### config.mk
export PLATFORM = sky130hd
export DESIGN_NAME = fifo_rd_packer
export DESIGN_NICKNAME = d
export VERILOG_FILES = /design/src/rtl/fifo_rd_packer.sv
export SDC_FILE = /design/constraint.sdc
export NUM_CORES = 1
export LEC_CHECK = 0
export BUFFER_PORTS_ARGS = -buffer_cell sky130_fd_sc_hd__buf_2
export CORE_UTILIZATION = 59
export CTS_CLUSTER_SIZE = 12
export DETAILED_ROUTE_END_ITERATION = 6
export GPL_TIMING_DRIVEN = 0
export HOLD_SLACK_MARGIN = 0.05
export PLACE_DENSITY = 0.84
export SLEW_MARGIN = 20
export SYNTH_ARGS = -nofsm -noshare
export SYNTH_HDL_FRONTEND = slang
export SYNTH_SLANG_ARGS = --single-unit
### constraint.sdc
create_clock -name rd_clk -period 4.7 [get_ports rd_clk]
set_clock_uncertainty 0.15 [all_clocks]
set_input_delay 0.47 -clock rd_clk [delete_from_list [all_inputs] [get_ports rd_clk]]
set_output_delay 0.47 -clock rd_clk [all_outputs]
set_load 0.01 [all_outputs]
### src/rtl/fifo_rd_packer.sv
// Read-side FIFO consumer: pops DATA_WIDTH words and packs PACK of them into one
// valid/ready beat, with a flush that emits a partial beat under a lane-keep mask.
module fifo_rd_packer #(
    parameter int unsigned DATA_WIDTH = 8,
    parameter int unsigned PACK       = 4
) (
    input  logic                       rd_clk,
    input  logic                       rst_glb,
    input  logic                       fifo_empty,
    output logic                       fifo_rd_en,
    input  logic [DATA_WIDTH-1:0]      fifo_rd_data,
    input  logic                       flush,
    output logic                       m_valid,
    input  logic                       m_ready,
    output logic [PACK*DATA_WIDTH-1:0] m_data,
    output logic [PACK-1:0]            m_keep,
    output logic                       busy
);

    localparam int unsigned CntW = $clog2(PACK + 1);
    localparam int unsigned OutW = PACK * DATA_WIDTH;

    typedef enum logic [0:0] {StFill, StDrain} state_e;

    state_e          state_q, state_d;
    logic [CntW-1:0] lane_cnt_q, lane_cnt_d;
    logic            pend_q, pend_d;
    logic [OutW-1:0] acc_q, acc_d;
    logic [OutW-1:0] m_data_q, m_data_d;
    logic [PACK-1:0] m_keep_q, m_keep_d;
    logic            m_valid_q, m_valid_d;

    logic            free, full, xfer, part, rd_en;
    logic [CntW:0]   fill_lvl;
    logic [CntW-1:0] cap_idx;

    always_comb begin
        free     = !m_valid_q || m_ready;
        full     = lane_cnt_q == CntW'(PACK);
        xfer     = full && free;
        part     = (state_q == StDrain) && !pend_q && (lane_cnt_q != '0) && !full && free;
        fill_lvl = {1'b0, lane_cnt_q} + {{CntW{1'b0}}, pend_q};
        rd_en    = !rst_glb && !fifo_empty && (state_q == StFill) &&
                   ((fill_lvl < (CntW + 1)'(PACK)) || (full && !pend_q && xfer));
    end

    always_comb begin
        pend_d     = rd_en;
        acc_d      = acc_q;
        lane_cnt_d = lane_cnt_q;
        cap_idx    = lane_cnt_q;
        m_data_d   = m_data_q;
        m_keep_d   = m_keep_q;
        m_valid_d  = m_valid_q;
        state_d    = state_q;

        if (m_ready) begin
            m_valid_d = 1'b0;
        end

        // Emitting clears the accumulator so unused lanes of a later partial beat read zero.
        if (xfer || part) begin
            m_data_d   = acc_q;
            m_valid_d  = 1'b1;
            acc_d      = '0;
            lane_cnt_d = '0;
            cap_idx    = '0;
            for (int unsigned k = 0; k < PACK; k++) begin
                m_keep_d[k] = xfer || (CntW'(k) < lane_cnt_q);
            end
        end

        if (pend_q) begin
            for (int unsigned k = 0; k < PACK; k++) begin
                if (cap_idx == CntW'(k)) begin
                    acc_d[k*DATA_WIDTH +: DATA_WIDTH] = fifo_rd_data;
                end
            end
            lane_cnt_d = cap_idx + CntW'(1);
        end

        unique case (state_q)
            StFill: begin
                if (flush) begin
                    state_d = StDrain;
                end
            end
            StDrain: begin
                if (!pend_q && ((lane_cnt_q == '0) || xfer || part)) begin
                    state_d = StFill;
                end
            end
            default: state_d = StFill;
        endcase
    end

    always_ff @(posedge rd_clk) begin
        if (rst_glb) begin
            state_q    <= StFill;
            lane_cnt_q <= '0;
            pend_q     <= 1'b0;
            acc_q      <= '0;
            m_data_q   <= '0;
            m_keep_q   <= '0;
            m_valid_q  <= 1'b0;
        end else begin
            state_q    <= state_d;
            lane_cnt_q <= lane_cnt_d;
            pend_q     <= pend_d;
            acc_q      <= acc_d;
            m_data_q   <= m_data_d;
            m_keep_q   <= m_keep_d;
            m_valid_q  <= m_valid_d;
        end
    end

    assign fifo_rd_en = rd_en;
    assign m_valid    = m_valid_q;
    assign m_data     = m_data_q;
    assign m_keep     = m_keep_q;
    assign busy       = (lane_cnt_q != '0) || pend_q || m_valid_q || (state_q == StDrain);

endmodule

==> flow_summary.toml, run 1 <==
[synthesis]
synthAdderAreaFrac_pct = 0.424
syn_area_mm2 = 0.00295
ys_seq_area_share_pct = 50.1
synth_top_area_share_pct = 50.1
ys_ff_latch = 74
synth_area_per_cell_um2 = 8.92
yosysWarnings = 0
yosys.area_share.xor_xnor_pct = 0.296
muxShareOfSynthArea_pct = 0
synth-simple-area-share_pct = 16.9
synth_compound_area_share_pct = 25.6
synthTopCellsByArea = "dfxtp_1 (50%), a41o_1 (11%), a21oi_1 (6.6%), nand3_1 (5.8%), nor2_1 (4.7%)"
synth_nets = 345
syn_inst = 331
synth_top_family_by_area = "compound AO/OA/AOI/OAI gates"
ys_types = 29
yosysTopAreaCell = "dfxtp_1"

[global_routing]
grt-ovfl-total = 0
grt_pass1_wl_um = 12000
grt_util_met1_pct = 39.6
grt_max_degree = 13
grt-busiest-layer = "met2"
first_global_vias = 2523
met2_usage_pct = 47.1
grt_use_met3_pct = 5.80
grt_antenna_before_repair = 0
track_usage_pct = 30.2

[detailed_routing]
vias_per_cell = 5.83
drtAntennaViolNets = 0
dr.pass1.iters = 4
routed_wl_um = 7220
drc = 0
drt_iter0_markers = 177
num_vias = 2706
routedWlPerCell_um = 15.6

[sta]
setup_slack_ns = 2.19
whs_ns = 0.205
period_share_pct = 53.3
relSlewSlack_pct = 62.4
fmax_ghz = 0.399
setup_violations = 0
fin_tns_setup_ns = 0
fin_crit_ns = 2.51
rsz0062_at_grt = "no"
final_max_slew_viol_count = 0
finalHoldViolCount = 0
worst_pin_slew_ns = 0.565

[cells_and_area]
final_cell_mix = "dfxtp_1 (74), buf_2 (65), a21oi_1 (39)"
final_common_cell = "dfxtp_1"
area_delta_synth_final_pct = 18.3
drive_above_1_share_pct = 22.4
nFillCells = 402
nets = 406
finish.utilization_pct = 73.0
diodes = 0

[floorplanning]
boundaryPins = 52
dieArea_mm2 = 0.00529
die_y_um = 72.8
start_util_pct = 61.7
num_rows = 25
fp.coreArea_mm2 = 0.00479
die_w_um = 72.8

[cts]
cts_inserted_buffers = 9
htreeDepth = 3
cts_tree = "done"
clock-root-buffer = "clkbuf_8"
cts.repair.resized = 0
cts_buffer_depth = 2
clk_pin_slew_ns = 0.08
clk_latency_ns = 0.34
hold_buffers = 0
clock_sinks = 74
cts_setup_buffers = 0

[power_and_ir_drop]
power_mw = 1.22
power.density_mw_per_mm2 = 348
power_leakage_nw = 1.65
peakVddDrop_uv = 238

[place]
place_congestion = 0.830
post-dp-hpwl_um = 4830
place_ws_ns = 2.21
port-buffer-count = 50

[worst_setup_path]
critPathKind = "register to register"
worstPathArrival_ns = 2.59
worstPathMaxFanout = 10
worstSetupStartpointType = "register"
required_ns = 4.78
end_kind = "register"

[job]
cap_viol_max_count = 0

[min_path]
hold_class = "input port to register"

[outcome]
outcome = "finished, final reports clean"
[registers in the layout, summed over array words and instances (netlist names)]
| name | cells |
|---|---|
| m_data | 32 |
| lane_cnt_q | 3 |
| m_valid | 1 |
| pend_q | 1 |
| m_keep | 4 |
| state_q | 1 |
| acc_q | 32 |
[metrics by stage]
step	cells	instance area, um2
detailed placement	448	3290
global route	464	3490
floorplan	331	2950
global placement	448	3290
finish	464	3490
CTS	464	3490
[cell families after synthesis]
group / after synthesis
buffers and inverters: 38
adder cells (fa/ha/maj): 1
flip-flops: 74
AND/OR/NAND/NOR: 103
XOR/XNOR: 1
AO/OA/AOI/OAI: 114
[Yosys cell counts]
master,number
nor2_8,1
xor2_1,1
a211oi_1,2
o21ai_0,27
buf_6,4
buf_2,15
nand3b_1,2
nand2_1,14
ha_1,1
buf_1,1
o21ai_1,8
o211ai_2,1
a21oi_1,39
or3_1,1
nand2b_1,3
clkbuf_1,14
nor2b_1,3
nor2_4,1
a41o_1,32
nor2_1,37
nor3_1,5
dfxtp_1,74
and3_1,1
buf_4,1
inv_1,3
nor3_4,1
nand3_1,34
o21a_1,4
a2bb2oi_1,1
[power by group]
group	switching, mW	internal (mW)	total (mW)
combinational	0.0479	0.0235	0.0713
clock	0.232	0.274	0.506
sequential	0.00505	0.634	0.639
total	0.285	0.931	1.22
[routing by layer]
metal	wire length, um	share of wire, %
met1	3300	46
met2	3410	47
met3	380	5.3
met4	138	1.9
met5	0	0
[path summary, 6_finish.rpt]
check / startpoint / to / slack, ns / depth (start not counted)
worst max-delay path: pend_q / acc_q[29] / 2.19 / 9
worst min-delay path: flush / state_q / 0.20 / 3
worst max register to register: pend_q / acc_q[29] / 2.19 / 9
worst min register to register: m_data[16] / m_data[16] / 0.31 / 2
[critical path, cell delays in order, from the launching register on]
cell      delay [ns]
dfxtp_1         0.35
buf_2           0.23
nor2b_1         0.11
o21ai_0         0.33
nand2_1         0.10
ha_1            0.18
nand2_1         0.20
clkbuf_1        0.40
nor2_1          0.12
a41o_1          0.23
[final cells by class]
type                    instances  area (um2)  area share [%]
flip-flops and latches         74        1480            42.4
multi-input cells             219        1280            36.6
repair buffers                 50         250            7.16
plain buffers                  35         184            5.27
clock buffers                  12         155            4.44
well taps                      67        83.8            2.40
clock inverters                 4        50.0            1.43
inverters                       3        11.3           0.322
(Power assumes the default switching activity.)
==> inputs of run 2 (changes only) <==
--- a/config.mk
+++ b/config.mk
@@ -6,12 +6,12 @@
 export NUM_CORES = 1
 export LEC_CHECK = 0
 export BUFFER_PORTS_ARGS = -buffer_cell sky130_fd_sc_hd__buf_2
-export CORE_UTILIZATION = 59
+export CORE_UTILIZATION = 49
 export CTS_CLUSTER_SIZE = 12
 export DETAILED_ROUTE_END_ITERATION = 6
 export GPL_TIMING_DRIVEN = 0
 export HOLD_SLACK_MARGIN = 0.05
-export PLACE_DENSITY = 0.84
+export PLACE_DENSITY = 0.74
 export SLEW_MARGIN = 20
 export SYNTH_ARGS = -nofsm -noshare
 export SYNTH_HDL_FRONTEND = slang
==> constraint.sdc (replaced) <==
create_clock -name rd_clk -period 2.3 [get_ports rd_clk]
set_clock_uncertainty 0.15 [all_clocks]
set_input_delay 0.23 -clock rd_clk [delete_from_list [all_inputs] [get_ports rd_clk]]
set_output_delay 0.23 -clock rd_clk [all_outputs]
set_load 0.01 [all_outputs]
==> flow_summary.toml, run 2 (synthesis gave the netlist of run 1 again) <==
[worst_setup_path]
end_kind = "register"
slowest_delay_ns = 0.34
critPathKind = "register to register"
worstPathMaxFanout = 16
required_ns = 2.38
rr_worst_depth = 8
cp_slowest_cell = "o21ai_0"
path_cells = "buf_2 > nor2b_1 > o21ai_0 > nand2_1 > ha_1 > nand2_2 > nor2_1 > a41o_1"
r2r_start = "pend_q"
worstPathArrival_ns = 2.15
worstSetupStartpointType = "register"
reg2reg_slack_ns = 0.23
cp-startpoint = "pend_q"
rr_endpoint = "acc_q[28]"

[cells_and_area]
final_cell_mix = "dfxtp_1 (74), buf_2 (65), a21oi_1 (39)"
drive_above_1_share_pct = 22.6
final_common_cell = "dfxtp_1"
nets = 407
area_delta_synth_final_pct = 18.8
diodes = 0
finish.utilization_pct = 62.2

[sta]
setup_slack_ns = 0.232
setup_violations = 0
final_max_slew_viol_count = 0
rsz0062_at_grt = "no"
relSlewSlack_pct = 63.8
finalHoldViolCount = 0
fmax_ghz = 0.484
fin_crit_ns = 2.07
fin_tns_setup_ns = 0
worst_pin_slew_ns = 0.543
whs_ns = 0.215
period_share_pct = 89.9

[outcome]
outcome = "finished, final reports clean"

[place]
port-buffer-count = 50
place_congestion = 0.874
post-dp-hpwl_um = 4870
place_ws_ns = -0.0431

[global_routing]
first_global_vias = 2415
track_usage_pct = 23.9
grt-ovfl-total = 0
grt_antenna_before_repair = 0
grt_max_degree = 17
grt_pass1_wl_um = 11500

[floorplanning]
die_w_um = 79.6
boundaryPins = 52
start_util_pct = 52.4
dieArea_mm2 = 0.00634
fp.coreArea_mm2 = 0.00564
die_y_um = 79.6
num_rows = 27

[min_path]
hold_path_depth = 3
min-delay-start = "rst_glb"
hold_class = "input port to register"
hold_path_end = "pend_q"

[power_and_ir_drop]
p_int_mw = 1.87
switching_power_mw = 0.567
power_leakage_nw = 1.66
pwr-share-clk_pct = 40.4
power.density_mw_per_mm2 = 696
peakVddDrop_uv = 502
p_comb_share_pct = 6.1
p_sw_share_pct = 23.2
power_mw = 2.44
seq_power_share_pct = 53.5

[cts]
cts_setup_buffers = 0
cts_tree = "done"
clock-root-buffer = "clkbuf_8"
clk_latency_ns = 0.34
htreeDepth = 3
clk_pin_slew_ns = 0.07
cts_inserted_buffers = 9
clock_sinks = 74
cts_buffer_depth = 2

[detailed_routing]
met3WireLength_um = 477
num_vias = 2668
drtAntennaViolNets = 0
vias_per_cell = 5.68
route.layer.met1.wl_um = 3260
routedWlPerCell_um = 15.0
drc = 0
top_layer_used = "met4"
routed_wl_um = 7030
dr.pass1.iters = 4
met2WireLength_um = 3190
drt_iter0_markers = 108

[job]
cap_viol_max_count = 0
[run 2: changes by cell type in the layout (fill, tap and decap cells not counted)]
cell / delta
clkbuf_1: -1
clkbuf_8: -1
clkinv_2: +2
clkinv_4: +1
clkinvlp_4: -2
dlygate4sd3_1: +2
nand2_1: -1
nand2_2: +1
[run 2: through the flow]
| step | instance area [um2] | instances |
|---|---|---|
| 6_report | 3510 | 470 |
| 5_1_grt | 3510 | 470 |
| 4_1_cts | 3510 | 470 |
| 3_5_place_dp | 3290 | 453 |
| 3_3_place_gp | 3290 | 453 |
| 2_1_floorplan | 2950 | 331 |
[run 2: worst max-delay path by stage]
stage,end
after floorplan,acc_q[29]
after global placement,acc_q[29]
after detailed placement,acc_q[29]
after CTS,acc_q[28]
after global routing,acc_q[28]
final,acc_q[28]
[run 2: layer usage]
metal | vias to the layer above | track usage (%)
met5 | - | 0
met4 | 0 | 7.82
met3 | 13 | 5.94
met2 | 85 | 37.7
met1 | 1240 | 31.9
li1 | 1330 | -
[run 2: cell type report]
type / instances / area, um2
Timing Repair Buffer: 52 / 270
Buffer: 34 / 180
Inverter: 3 / 11.3
Fill cell: 510 / 2130
Clock inverter: 5 / 53.8
Tap cell: 72 / 90.1
Multi-Input combinational cell: 219 / 1280
Clock buffer: 11 / 141
Sequential cell: 74 / 1480
[run 2: worst max-delay path, delay by kind of cell, from the launching register on]
kind / cells / cell delay (ns)
compound gates: 2 / 0.55
simple gates: 4 / 0.52
flops: 1 / 0.33
fa+ha+maj: 1 / 0.19
buf+inv: 1 / 0.22
[run 2: repair_timing]
item                       4_1_cts  5_1_grt
pin swaps                        0        0
setup endpoints to repair        2        8
resized for setup                0        1
hold buffers                     2        0
hold endpoints to repair         2        0
[run 2: power by group through the flow]
stage          combinational (mW)  sequential, mW  clock [mW]
3_3_place_gp                0.143            1.33           0
5_1_grt                     0.163            1.31        1.07
6_report                    0.148            1.31       0.988
3_5_place_dp                0.144            1.33           0
4_1_cts                     0.147            1.30        1.01
2_1_floorplan              0.0965            1.33           0
==> inputs of run 3 (changes only) <==
--- a/config.mk
+++ b/config.mk
@@ -6,6 +6,7 @@
 export NUM_CORES = 1
 export LEC_CHECK = 0
 export BUFFER_PORTS_ARGS = -buffer_cell sky130_fd_sc_hd__buf_2
+export CORE_ASPECT_RATIO = 1.1
 export CORE_UTILIZATION = 49
 export CTS_CLUSTER_SIZE = 12
 export DETAILED_ROUTE_END_ITERATION = 6
==> flow_summary.toml, run 3 (synthesis gave the netlist of run 1 again) <==
[floorplanning]
dieArea_mm2 = 0.00634
num_rows = 29
die_y_um = 83.4
boundaryPins = 52
fp.coreArea_mm2 = 0.00581
die_w_um = 76.0
start_util_pct = 50.9

[sta]
rsz0062_at_grt = "no"
worst_pin_slew_ns = 0.480
finalHoldViolCount = 0
relSlewSlack_pct = 68.0
setup_violations = 0
fin_tns_setup_ns = 0
fmax_ghz = 0.467
final_max_slew_viol_count = 0
period_share_pct = 93.1
fin_crit_ns = 2.14
whs_ns = 0.200
setup_slack_ns = 0.160

[global_routing]
grt_max_degree = 17
grt-ovfl-total = 0
grt_antenna_before_repair = 0
track_usage_pct = 23.9
grt_pass1_wl_um = 12100
first_global_vias = 2564

[cts]
clk_pin_slew_ns = 0.08
cts_inserted_buffers = 9
clock_sinks = 74
clk_latency_ns = 0.34
cts_tree = "done"
cts_setup_buffers = 0
clock-root-buffer = "clkbuf_8"
cts_buffer_depth = 2
htreeDepth = 3

[worst_setup_path]
cp_top_family = "compound AO/OA/AOI/OAI gates"
worstSetupStartpointType = "register"
slowest_delay_ns = 0.36
worstPathMaxFanout = 16
path_buf_inv = 1
rr_worst_depth = 8
end_kind = "register"
cp-startpoint = "pend_q"
reg2reg_slack_ns = 0.16
critPathKind = "register to register"
path_cells = "buf_2 > nor2b_1 > o21ai_0 > nand2_1 > ha_1 > nand2_2 > nor2_1 > a41o_1"
r2r_start = "pend_q"
worstPathArrival_ns = 2.22
required_ns = 2.38
cp_slowest_cell = "dfxtp_1"
rr_endpoint = "acc_q[28]"

[detailed_routing]
drc = 0
drtAntennaViolNets = 0
vias_per_cell = 5.58
num_vias = 2652
top_layer_used = "met4"
met2WireLength_um = 3390
dr.pass1.iters = 4
drt_iter0_markers = 122
routedWlPerCell_um = 14.8
met3WireLength_um = 267
route.layer.met1.wl_um = 3280
routed_wl_um = 7050

[power_and_ir_drop]
peakVddDrop_uv = 538
power_leakage_nw = 1.66
power.density_mw_per_mm2 = 722
power_mw = 2.55

[min_path]
min-delay-start = "fifo_rd_data[0]"
hold_path_end = "acc_q[0]"
hold_class = "input port to register"
hold_path_depth = 4

[job]
cap_viol_max_count = 0

[place]
post-dp-hpwl_um = 4990
place_ws_ns = -0.0819
place_inst = 458
place_congestion = 0.829
port-buffer-count = 50

[cells_and_area]
nets = 407
final_cell_mix = "dfxtp_1 (74), buf_2 (65), a21oi_1 (39)"
drive_above_1_share_pct = 22.6
area_delta_synth_final_pct = 19.7
diodes = 0
final_common_cell = "dfxtp_1"
fin_cells = 475

[outcome]
outcome = "finished, final reports clean"
## run 3: worst max-delay path by stage
stage / endpoint / slack (ns) / cells after the start
after global routing: acc_q[29] / 0.01 / 8
after global placement: acc_q[29] / -0.12 / 9
after CTS: acc_q[28] / 0.06 / 8
after detailed placement: acc_q[29] / -0.08 / 9
final: acc_q[28] / 0.16 / 8
after floorplan: acc_q[29] / 0.27 / 9
## run 3: final cells by class
type                       count  area, um2
buffer                        34        180
clock buffer                  10        128
clock inverter                 6       90.1
fill                         541       2270
inverter                       3       11.3
multi-input combinational    219       1280
sequential                    74       1480
tap                           77       96.3
timing repair buffer          52        270
## run 3: tightest hold or removal path, delay by kind of cell
kind | cells | cell delay (ns)
AO/OA/AOI/OAI | 1 | 0.09
AND/OR/NAND/NOR | 2 | 0.27
buffers and inverters | 1 | 0.08
## run 3: metal layers
| metal | global-route usage, % | up-vias |
|---|---|---|
| met5 | 0 | - |
| met3 | 5.82 | 12 |
| li1 | - | 1321 |
| met1 | 30.1 | 1266 |
| met4 | 8.22 | 0 |
| met2 | 40.1 | 53 |
## run 3: stage by stage
stage / utilization [%] / instance area [um2]
4_1_cts: 60.9 / 3530
3_3_place_gp: 56.9 / 3300
2_1_floorplan: - / 2950
5_1_grt: 60.9 / 3540
3_5_place_dp: 56.9 / 3300
6_report: 60.9 / 3540
## run 3: timing repair
item                                   4_1_cts  5_1_grt
endpoints found under the hold margin        2        0
setup endpoints to repair                    2        8
hold buffers                                 2        0
gates resized for setup                      0        1
## run 3: report_power, final
group	leakage, nW	internal (mW)	switching [mW]	total [mW]
logic	0.960	0.0502	0.0980	0.148
clock network	0.107	0.615	0.485	1.10
registers	0.597	1.30	0.00895	1.31
